File: config.mk
export PLATFORM = sky130hd
export DESIGN_NAME = fetch_ctrl
export DESIGN_NICKNAME = d
export VERILOG_FILES = /design/src/rtl/fetch_ctrl_pkg.sv /design/src/rtl/fetch_fifo.sv /design/src/rtl/fetch_ctrl.sv
export SDC_FILE = /design/constraint.sdc
export NUM_CORES = 1
export LEC_CHECK = 0
export CORE_ASPECT_RATIO = 0.75
export CORE_UTILIZATION = 50
export CTS_BUF_LIST = sky130_fd_sc_hd__clkbuf_2
export DETAILED_ROUTE_END_ITERATION = 10
export GPL_TIMING_DRIVEN = 0
export PLACE_DENSITY_LB_ADDON = 0.1
export SETUP_SLACK_MARGIN = 0.02
export SLEW_MARGIN = 20
export SYNTH_ARGS = -nofsm -noshare
export SYNTH_HDL_FRONTEND = slang
export SYNTH_SLANG_ARGS = --single-unit
File: constraint.sdc
create_clock -name clk -period 4.6 [get_ports clk]
set_clock_uncertainty 0.05 [all_clocks]
set_input_delay 0.46 -clock clk [delete_from_list [all_inputs] [get_ports clk]]
set_output_delay 0.46 -clock clk [all_outputs]
set_load 0.005 [all_outputs]
File: src/rtl/fetch_ctrl_pkg.sv
// Shared definitions for the instruction-fetch sequencer.
package fetch_ctrl_pkg;

    localparam int          DATA_W       = 32;
    localparam logic [31:0] RESET_PC_DEF = 32'h0000_0000;
    localparam logic [31:0] NOP_DEF      = 32'h0000_0000;

    typedef enum logic [1:0] {
        ST_BOOT  = 2'd0,
        ST_RUN   = 2'd1,
        ST_REDIR = 2'd2
    } fetch_state_e;

    // One buffered instruction together with the address it came from.
    typedef struct packed {
        logic [DATA_W-1:0] pc;
        logic [DATA_W-1:0] inst;
    } fetch_entry_t;

    // Instruction addresses are word aligned; low bits are dropped.
    function automatic logic [DATA_W-1:0] word_align(input logic [DATA_W-1:0] a);
        return {a[DATA_W-1:2], 2'b00};
    endfunction

endpackage

File: src/rtl/fetch_fifo.sv
// Small instruction buffer of {pc, inst} entries with synchronous clear.
module fetch_fifo
    import fetch_ctrl_pkg::*;
#(
    parameter int DEPTH = 2
) (
    input  logic                       clk,
    input  logic                       rst_n,
    input  logic                       clear,
    input  logic                       push,
    input  fetch_entry_t               push_data,
    input  logic                       pop,
    output fetch_entry_t               head,
    output logic [$clog2(DEPTH+1)-1:0] count
);

    localparam int AW = $clog2(DEPTH);

    fetch_entry_t  mem [DEPTH];
    logic [AW-1:0] rd_ptr;
    logic [AW-1:0] wr_ptr;

    // Pointer/count update; clear drops everything and wins over push/pop.
    always_ff @(posedge clk or negedge rst_n) begin
        if (!rst_n) begin
            rd_ptr <= '0;
            wr_ptr <= '0;
            count  <= '0;
            for (int i = 0; i < DEPTH; i++) mem[i] <= '0;
        end else if (clear) begin
            rd_ptr <= '0;
            wr_ptr <= '0;
            count  <= '0;
        end else begin
            if (push) begin
                mem[wr_ptr] <= push_data;
                wr_ptr      <= wr_ptr + 1'b1;
            end
            if (pop) rd_ptr <= rd_ptr + 1'b1;
            if (push && !pop)      count <= count + 1'b1;
            else if (!push && pop) count <= count - 1'b1;
        end
    end

    assign head = mem[rd_ptr];

endmodule

File: src/rtl/fetch_ctrl.sv
// Instruction-fetch sequencer: owns the fetch PC, issues ROM reads and
// buffers returned instructions for IF_ID with valid/stall flow control.
module fetch_ctrl
    import fetch_ctrl_pkg::*;
#(
    parameter logic [31:0] RESET_PC = RESET_PC_DEF,
    parameter int          DEPTH    = 2,
    parameter logic [31:0] NOP_INST = NOP_DEF
) (
    input  logic        clk,
    input  logic        rst_n,
    input  logic        stall_i,
    input  logic        redirect_i,
    input  logic [31:0] redirect_pc_i,
    output logic        imem_req_o,
    output logic [31:0] imem_addr_o,
    input  logic [31:0] imem_rdata_i,
    output logic        inst_valid_o,
    output logic [31:0] inst_o,
    output logic [31:0] inst_pc_o
);

    localparam int           CW      = $clog2(DEPTH+1);
    localparam logic [CW:0]  DEPTH_W = (CW+1)'(DEPTH);

    fetch_state_e  state;
    logic [31:0]   pc;
    logic [31:0]   inflight_pc;
    logic          inflight;
    logic [CW-1:0] count;
    fetch_entry_t  head;
    fetch_entry_t  push_data;
    logic          pop;
    logic          push;
    logic          issue;
    logic [CW:0]   occ;

    assign inst_valid_o = (count != '0);
    assign pop          = inst_valid_o & ~stall_i & ~redirect_i;
    assign occ          = {1'b0, count} + {{CW{1'b0}}, inflight};

    // Only issue when the response is guaranteed a FIFO slot, counting the
    // slot freed by this cycle's pop. Never issue in BOOT or a redirect cycle.
    assign issue = (state != ST_BOOT) && !redirect_i &&
                   (occ < DEPTH_W + {{CW{1'b0}}, pop});

    // A response landing in a redirect cycle is stale; clear wins anyway,
    // but gating push keeps the intent explicit.
    assign push      = inflight & ~redirect_i;
    assign push_data = '{pc: inflight_pc, inst: imem_rdata_i};

    assign imem_req_o  = issue;
    assign imem_addr_o = pc;
    assign inst_o      = inst_valid_o ? head.inst : NOP_INST;
    assign inst_pc_o   = inst_valid_o ? head.pc   : '0;

    // Fetch FSM, PC and in-flight tracking; redirect takes priority.
    always_ff @(posedge clk or negedge rst_n) begin
        if (!rst_n) begin
            state       <= ST_BOOT;
            pc          <= RESET_PC;
            inflight    <= 1'b0;
            inflight_pc <= '0;
        end else begin
            inflight <= issue;
            if (issue) begin
                inflight_pc <= pc;
                pc          <= pc + 32'd4;
            end
            if (redirect_i) begin
                pc    <= word_align(redirect_pc_i);
                state <= ST_REDIR;
            end else begin
                case (state)
                    ST_BOOT:  state <= ST_RUN;
                    ST_REDIR: state <= ST_RUN;
                    default:  state <= ST_RUN;
                endcase
            end
        end
    end

    fetch_fifo #(.DEPTH(DEPTH)) u_fifo (
        .clk       (clk),
        .rst_n     (rst_n),
        .clear     (redirect_i),
        .push      (push),
        .push_data (push_data),
        .pop       (pop),
        .head      (head),
        .count     (count)
    );

    // Buffered plus outstanding instructions never exceed the buffer size.
    a_no_overflow: assert property (@(posedge clk) disable iff (!rst_n) occ <= DEPTH_W)
        else $error("fetch buffer occupancy exceeded");

endmodule

==> results of run 1 <==
## logic make-up (layout without fill, tap and decap cells)
group                      Yosys count  in the layout  synth area share [%]
AOI/OAI and AO/OA                   40             40                  2.63
muxes                              217            217                  27.2
DFF                                191            191                  54.9
xor gates and xnor gates            26             26                  2.62
buffers and inverters               56            248                  2.73
and+or+nand+nor                    170            170                  9.43
other                                1              4                0.0431
adders and majority gates            3              3                 0.431
## sequential cells by signal (all words and copies together) (netlist names)
register and count:
state 2, u_fifo.mem 124, u_fifo.wr_ptr 1, imem_addr_o 30, u_fifo.count 2, inflight_pc 30
inflight 1, u_fifo.rd_ptr 1
## layout make-up
class	count	area share, %
Timing Repair Buffer	162	15.2
Multi-Input combinational cell	460	34.1
Clock buffer	20	0.925
Inverter	6	0.208
Tap cell	215	2.49
Buffer	50	1.99
Sequential cell	191	44.2
Clock inverter	10	0.902
## worst min-delay path by stage
stage / from / endpoint / slack [ns] / cells past startpoint
after CTS: redirect_i / state[1]$_DFF_PN0_ / 0.04 / 1
after detailed placement: u_fifo.mem[14]$_DFFE_PN0P_ / u_fifo.mem[14]$_DFFE_PN0P_ / 0.44 / 1
after floorplan: rst_n / imem_addr_o[10]$_DFFE_PN0P_ / 0.11 / 0
after global placement: u_fifo.mem[26]$_DFFE_PN0P_ / u_fifo.mem[26]$_DFFE_PN0P_ / 0.44 / 1
final: redirect_pc_i[13] / imem_addr_o[13]$_DFFE_PN0P_ / 0.19 / 3
after global routing: redirect_pc_i[9] / imem_addr_o[9]$_DFFE_PN0P_ / 0.12 / 3
## metrics by stage
step / cell area, um^2 / power [mW]
after floorplan: 8710 / 3.20
after global placement: 10600 / 3.63
after detailed placement: 10600 / 3.73
after CTS: 10800 / 4.50
after global routing: 10800 / 4.74
final: 10800 / 4.46
## worst min-delay path, cell delays in order
cell and delay, ns:
sky130_fd_sc_hd__clkdlybuf4s50_1 0.42, sky130_fd_sc_hd__nand2_1 0.07, sky130_fd_sc_hd__nand3_1 0.06
## per-layer routing
metal  track usage [%]  up-vias
li1                  -     2821
met1              33.3     3140
met2              37.4      191
met3              5.34       22
met4              7.13        0
met5                 0        -
## cell usage after synthesis (4+ instances only)
| cell | instances |
|---|---|
| sky130_fd_sc_hd__xnor2_1 | 21 |
| sky130_fd_sc_hd__buf_1 | 4 |
| sky130_fd_sc_hd__nor2_1 | 72 |
| sky130_fd_sc_hd__o21ai_0 | 28 |
| sky130_fd_sc_hd__buf_4 | 4 |
| sky130_fd_sc_hd__nor3b_1 | 4 |
| sky130_fd_sc_hd__nor4_1 | 13 |
| sky130_fd_sc_hd__inv_1 | 5 |
| sky130_fd_sc_hd__mux2_2 | 154 |
| sky130_fd_sc_hd__nand3_1 | 15 |
| sky130_fd_sc_hd__mux2i_1 | 63 |
| sky130_fd_sc_hd__clkbuf_1 | 37 |
| sky130_fd_sc_hd__dfrtp_1 | 191 |
| sky130_fd_sc_hd__nand2_1 | 34 |
| sky130_fd_sc_hd__and3_1 | 6 |
| sky130_fd_sc_hd__xor2_1 | 5 |
| sky130_fd_sc_hd__buf_2 | 4 |
| sky130_fd_sc_hd__nand4_1 | 7 |
## power by group
| part | internal [mW] | total (mW) | switching (mW) |
|---|---|---|---|
| clock | 0.241 | 0.773 | 0.533 |
| sequential | 2.19 | 2.50 | 0.305 |
| combinational | 0.739 | 1.19 | 0.448 |
| total | 3.17 | 4.46 | 1.29 |
==> flow_summary_export.csv, run 1 <==
group,metric,value,unit
final_layout,utilization,63.9,%
sta,final.setup.tns,0,ns
final_layout,multi_input_comb_area,3690,um^2
cts,cts-hold-fix-buffers,1,
sta,setup_ws,0.764,ns
sta,hold-worst-slack,0.190,ns
sta,max-slew-margin-rel,46.8,%
worst_setup_path,worstSetupEndpointType,"primary output",
final_layout,syn_to_final_growth,24.4,%
cts,clock_tree_from_tritoncts,"yes",
floorplanning,floorplan.die.height,116,um
worst_setup_path,timing.reg2reg.worst_path_depth,6,
synth,synth_ff_type,"sky130_fd_sc_hd__dfrtp_1",
drt,detail-route-antenna-nets,0,
placement,io_buffer_count,159,
floorplanning,io_pins,166,
grt,grt_overflow,0,
power,peakVddDrop,0.000208,V
floorplanning,die_span_in_x,154,um
drt,routed_wirelength,20200,um
synth,syn_area,8700,um^2
sta,final_max_slew_viol_count,0,
drt,highest-signal-layer,"met4",
cts,worstSkewPairLatency,0.77,ns
synth,synth_edf_count,0,
cts,clock_buffer_count_from_cts,17,
worst_setup_path,cp_max_fo,11,
final_layout,final_layout_size_suffix_gt1_share,22.0,%
min_path,class_of_the_worst_hold_path,"in2reg",
final_layout,layout.area.seq,4780,um^2
sta,fmax,0.261,GHz
synth,number_of_register_bits_inferred_by_synthesis,191,
final_layout,antenna_cells_inserted,0,
grt,grtUsageTotal,23.8,%
sta,final-hold-violation-count,0,
sta,post-route-min-period,3.84,ns
sta,final-setup-viol-count,0,
worst_setup_path,cpMaxStageDelayCell,"sky130_fd_sc_hd__clkdlybuf4s50_1",
drt,drt_via_density,5.54,
floorplanning,floorplan.rows,41,
drt,vias,6174,
worst_setup_path,regToRegSetupSlack,2.04,ns
worst_setup_path,crit_path_frequent_cell,"sky130_fd_sc_hd__buf_2",
synth,post_synth_inst_count,704,
grt,via_count_of_the_first_global_routing_pass,6245,
power,power.static_leakage,4.42,nW
cts,postCtsResizedCells,0,
sta,timing_worst_slew_pin_value,0.797,ns
synth,synthArstFlopShare,100,%
synth,synthDistinctLibCells,41,
synth,ys_seq_area_share,54.9,%
synth,synth_top_cell_by_area,"sky130_fd_sc_hd__dfrtp_1",
sta,period_utilization_post_route,83.4,%
worst_setup_path,slowest_delay,0.56,ns
drt,routed-wl-met2,9390,um
sta,grt_setup_unrepaired,"no",
cts,numClockSinks,191,
cts,ctsLongestPathBuffers,2,
drt,route.met3.wl,1210,um
drt,route.detailed.drc,0,
worst_setup_path,worst-path-stages,6,
worst_setup_path,crit_chain,"ha_1, o31ai_1, and3_1, buf_2, buf_2, clkdlybuf4s50_1",
grt,grt_start_max_net_pins,97,
worst_setup_path,worst_setup_path_endpoint,"imem_req_o",
outcome,outcome,"finished, final reports clean",
placement,gpl.final_weighted_congestion,0.812,
grt,grt_first_pass_wirelength,32600,um
synth,post-synth-top-area-fraction,54.9,%
drt,drtIter0Drc,381,
worst_setup_path,crit_family,"buffers and inverters",
worst_setup_path,critPathLaunchType,"flop",
worst_setup_path,cp.arrival,3.33,ns
final_layout,num-nets-final,959,
drt,routed_wire_per_std_cell,18.1,um
final_layout,instances_no_fill,1114,
final_layout,layout.filler_cells,1311,
worst_setup_path,setup.worst_path.class,"reg2out",
synth,yosysWarnings,0,
synth,synth.area.top_cells,"sky130_fd_sc_hd__dfrtp_1, sky130_fd_sc_hd__mux2_2, sky130_fd_sc_hd__mux2i_1",
final_layout,most-common-layout-cells,"sky130_fd_sc_hd__dfrtp_1, sky130_fd_sc_hd__clkdlybuf4s50_1, sky130_fd_sc_hd__mux2_2",
floorplanning,placeableCoreArea,16900,um^2
worst_setup_path,setup.worst_path.start,"inflight$_DFF_PN0_",
synth,avgSynthCellArea,12.4,um^2
drt,drt-met1-wl,9310,um
final_layout,layout_commonest_cell,"sky130_fd_sc_hd__dfrtp_1",
cts,postCtsSetupBuffers,0,
worst_setup_path,critical_path_required,4.09,ns
worst_setup_path,worst_r2r_startpoint,"inflight$_DFF_PN0_",
placement,place_hpwl,14400,um
grt,grt_antenna_before_repair,0,
worst_setup_path,cp_num_buf_inv,3,
floorplanning,initial_core_util,51.4,%
worst_setup_path,r2r-end,"inflight_pc[18]$_DFFE_PN0P_",
power,pwr_density_cell,412,nW/um^2
drt,drt-pass1-iter-count,5,
cts,clkTransAtPathRegs,0.26,ns
cts,cts_max_level,4,
cts,root_buffer,"sky130_fd_sc_hd__clkbuf_2",
run,cap_viol_max_count,0,
floorplanning,fp.dieArea,17900,um^2
placement,preCtsSetupSlack,1.31,ns
placement,place_inst,1082,
Note: power is estimated with default switching activity, not from simulation.
==> run 2, diff against run 1 <==
--- a/config.mk
+++ b/config.mk
@@ -6,7 +6,7 @@
 export NUM_CORES = 1
 export LEC_CHECK = 0
 export CORE_ASPECT_RATIO = 0.75
-export CORE_UTILIZATION = 50
+export CORE_UTILIZATION = 49
 export CTS_BUF_LIST = sky130_fd_sc_hd__clkbuf_2
 export DETAILED_ROUTE_END_ITERATION = 10
 export GPL_TIMING_DRIVEN = 0
==> constraint.sdc (replaced) <==
create_clock -name clk -period 3.5 [get_ports clk]
set_clock_uncertainty 0.05 [all_clocks]
set_input_delay 0.35 -clock clk [delete_from_list [all_inputs] [get_ports clk]]
set_output_delay 0.35 -clock clk [all_outputs]
set_load 0.005 [all_outputs]
==> run 2 against run 1 <==
Global-route usage is essentially flat. Non-clock buffer count rose by 7. Cell count increased by 2.8%. Combinational power grew 33%. Worst hold slack got worse by 0.12 ns. Via count shrank 1.7%. Total power rose by 35%. Die area up 2.0%. Wire length increased by 2.2%.
==> flow_summary_export.csv, run 2 (synthesized netlist as in run 1, its figures left out) <==
group,metric,value,unit
worst_setup_path,setup.worst_path.class,"in2out",
grt,grt_start_max_net_pins,79,
floorplanning,fp.dieArea,18300,um^2
power,power.static_leakage,4.53,nW
worst_setup_path,r2r-end,"imem_addr_o[28]$_DFFE_PN0P_",
grt,grt_first_pass_wirelength,33500,um
drt,route.met3.wl,1050,um
floorplanning,initial_core_util,50.9,%
cts,worstSkewPairLatency,0.76,ns
worst_setup_path,regToRegSetupSlack,0.96,ns
drt,drt-met1-wl,9700,um
cts,root_buffer,"sky130_fd_sc_hd__clkbuf_2",
min_path,class_of_the_worst_hold_path,"in2reg",
power,totalPowerFinal,6.03,mW
worst_setup_path,worst_r2r_startpoint,"u_fifo.count[0]$_DFFE_PN0P_",
sta,final-setup-viol-count,0,
run,cap_viol_max_count,0,
placement,io_buffer_count,159,
drt,route.detailed.drc,0,
floorplanning,placeableCoreArea,17100,um^2
sta,timing_worst_slew_pin_value,0.702,ns
cts,clock_tree_from_tritoncts,"yes",
placement,dpl-instance-area,10700,um^2
placement,gpl.final_weighted_congestion,0.840,
drt,detail-route-antenna-nets,0,
outcome,outcome,"finished, final reports clean",
placement,preCtsSetupSlack,0.323,ns
grt,grt_antenna_before_repair,0,
sta,post-route-min-period,3.32,ns
floorplanning,io_pins,166,
drt,drt_via_density,5.30,
final_layout,layout.area.seq,4780,um^2
final_layout,layout_commonest_cell,"sky130_fd_sc_hd__dfrtp_1",
min_path,timing.hold.worst.start,"redirect_pc_i[16]",
final_layout,most-common-layout-cells,"sky130_fd_sc_hd__dfrtp_1, sky130_fd_sc_hd__clkdlybuf4s50_1, sky130_fd_sc_hd__mux2_2",
drt,routed_wirelength,20700,um
sta,max-slew-margin-rel,53.2,%
final_layout,final_layout_size_suffix_gt1_share,24.1,%
floorplanning,die_span_in_x,156,um
drt,vias,6070,
sta,period_utilization_post_route,94.9,%
final_layout,num-nets-final,966,
floorplanning,floorplan.die.height,117,um
cts,numClockSinks,191,
grt,grtUsageTotal,23.7,%
worst_setup_path,critPathLaunchType,"input pin",
power,pwr_density_cell,545,nW/um^2
final_layout,regMostFlops,"u_fifo.mem",
worst_setup_path,timing.reg2reg.worst_path_depth,7,
worst_setup_path,cp_max_fo,11,
final_layout,largest_reg_flops,124,
worst_setup_path,worst_setup_path_endpoint,"imem_req_o",
cts,clock_buffer_count_from_cts,17,
grt,via_count_of_the_first_global_routing_pass,6368,
cts,cts_max_level,4,
drt,highest-signal-layer,"met4",
worst_setup_path,setup.worst_path.start,"redirect_i",
sta,final_max_slew_viol_count,0,
sta,final-hold-violation-count,0,
cts,ctsLongestPathBuffers,2,
cts,clkTransAtPathRegs,0.29,ns
drt,drt-pass1-iter-count,4,
worst_setup_path,critical_path_required,3.10,ns
final_layout,multi_input_comb_area,3710,um^2
drt,drtIter0Drc,352,
sta,setup_ws,0.177,ns
final_layout,final_cell_area,11100,um^2
worst_setup_path,worstSetupEndpointType,"primary output",
floorplanning,floorplan.rows,41,
final_layout,syn_to_final_growth,27.2,%
drt,routed-wl-met2,9600,um
final_layout,layout.filler_cells,1336,
power,peakVddDrop,0.000419,V
grt,grt_overflow,0,
placement,place_hpwl,14700,um
worst_setup_path,cp.arrival,2.92,ns
sta,fmax,0.301,GHz
drt,routed_wire_per_std_cell,18.0,um
[run 2: cell types whose count changed in the layout (fill, tap and decap cells not counted), moves of 2 or more]
cell                            before  now
sky130_fd_sc_hd__clkbuf_2           20   25
sky130_fd_sc_hd__inv_8               0    4
sky130_fd_sc_hd__dlygate4sd3_1       2    8
sky130_fd_sc_hd__clkinv_1            3    1
sky130_fd_sc_hd__buf_2               4    7
sky130_fd_sc_hd__clkinv_2            6    1
sky130_fd_sc_hd__buf_4               4    6
sky130_fd_sc_hd__buf_1               4    0
sky130_fd_sc_hd__inv_6               0    3
sky130_fd_sc_hd__clkinv_4            0    3
sky130_fd_sc_hd__clkbuf_1           37   26
sky130_fd_sc_hd__clkinvlp_4          0    2
[run 2: worst min-delay path by stage]
stage	end	slack (ns)	cells past startpoint
3_3_place_gp	u_fifo.mem[51]$_DFFE_PN0P_	0.44	1
6_report	imem_addr_o[16]$_DFFE_PN0P_	0.07	3
3_5_place_dp	u_fifo.mem[49]$_DFFE_PN0P_	0.18	1
2_1_floorplan	imem_addr_o[10]$_DFFE_PN0P_	0.004	0
5_1_grt	imem_addr_o[24]$_DFFE_PN0P_	0.01	3
4_1_cts	imem_addr_o[16]$_DFFE_PN0P_	0.005	3
[run 2: where the power goes]
part	switching [mW]	internal, mW
logic	0.588	0.988
clock network	0.805	0.357
registers	0.408	2.88
[run 2: per-layer routing]
layer	up-vias	GRT usage, %
met1	3045	33.7
li1	2842	-
met2	153	36.5
met4	0	6.86
met5	-	0
met3	30	5.25
[run 2: what timing repair did]
action,4_1_cts,5_1_grt
endpoints found under the setup margin,61,54
resized for setup,12,15
buffers inserted,0,1
hold buffers,7,2
pin swaps,0,1
hold endpoints to repair,117,2
[run 2: cell type report]
cell class | instances | area share, %
repair buffers | 171 | 15.9
clock inverters | 15 | 1.57
inverters | 6 | 0.237
well taps | 236 | 2.67
clock buffers | 17 | 0.769
flip-flops and latches | 191 | 43.2
diodes | 1 | 0.0226
multi-input cells | 460 | 33.5
plain buffers | 48 | 2.14
[run 2: critical path, cell delays in order]
cell                              delay [ns]
sky130_fd_sc_hd__dlygate4sd3_1          0.53
sky130_fd_sc_hd__clkdlybuf4s50_1        0.72
sky130_fd_sc_hd__clkinvlp_4             0.31
sky130_fd_sc_hd__and3_1                 0.22
sky130_fd_sc_hd__buf_4                  0.18
sky130_fd_sc_hd__buf_8                  0.16
sky130_fd_sc_hd__clkdlybuf4s50_1        0.45
[run 2: through the flow]
stage / util (%) / instances / TNS (ns) / hold WS [ns]
floorplan: - / 707 / 0 / 0.00441
global placement: 62.0 / 1102 / -1021.85 / 0.436
detailed placement: 62.4 / 1104 / 0 / 0.184
CTS: 64.6 / 1143 / 0 / 0.00470
global route: 64.8 / 1144 / -0.00347 / 0.00997
finish: 64.8 / 1145 / 0 / 0.0744
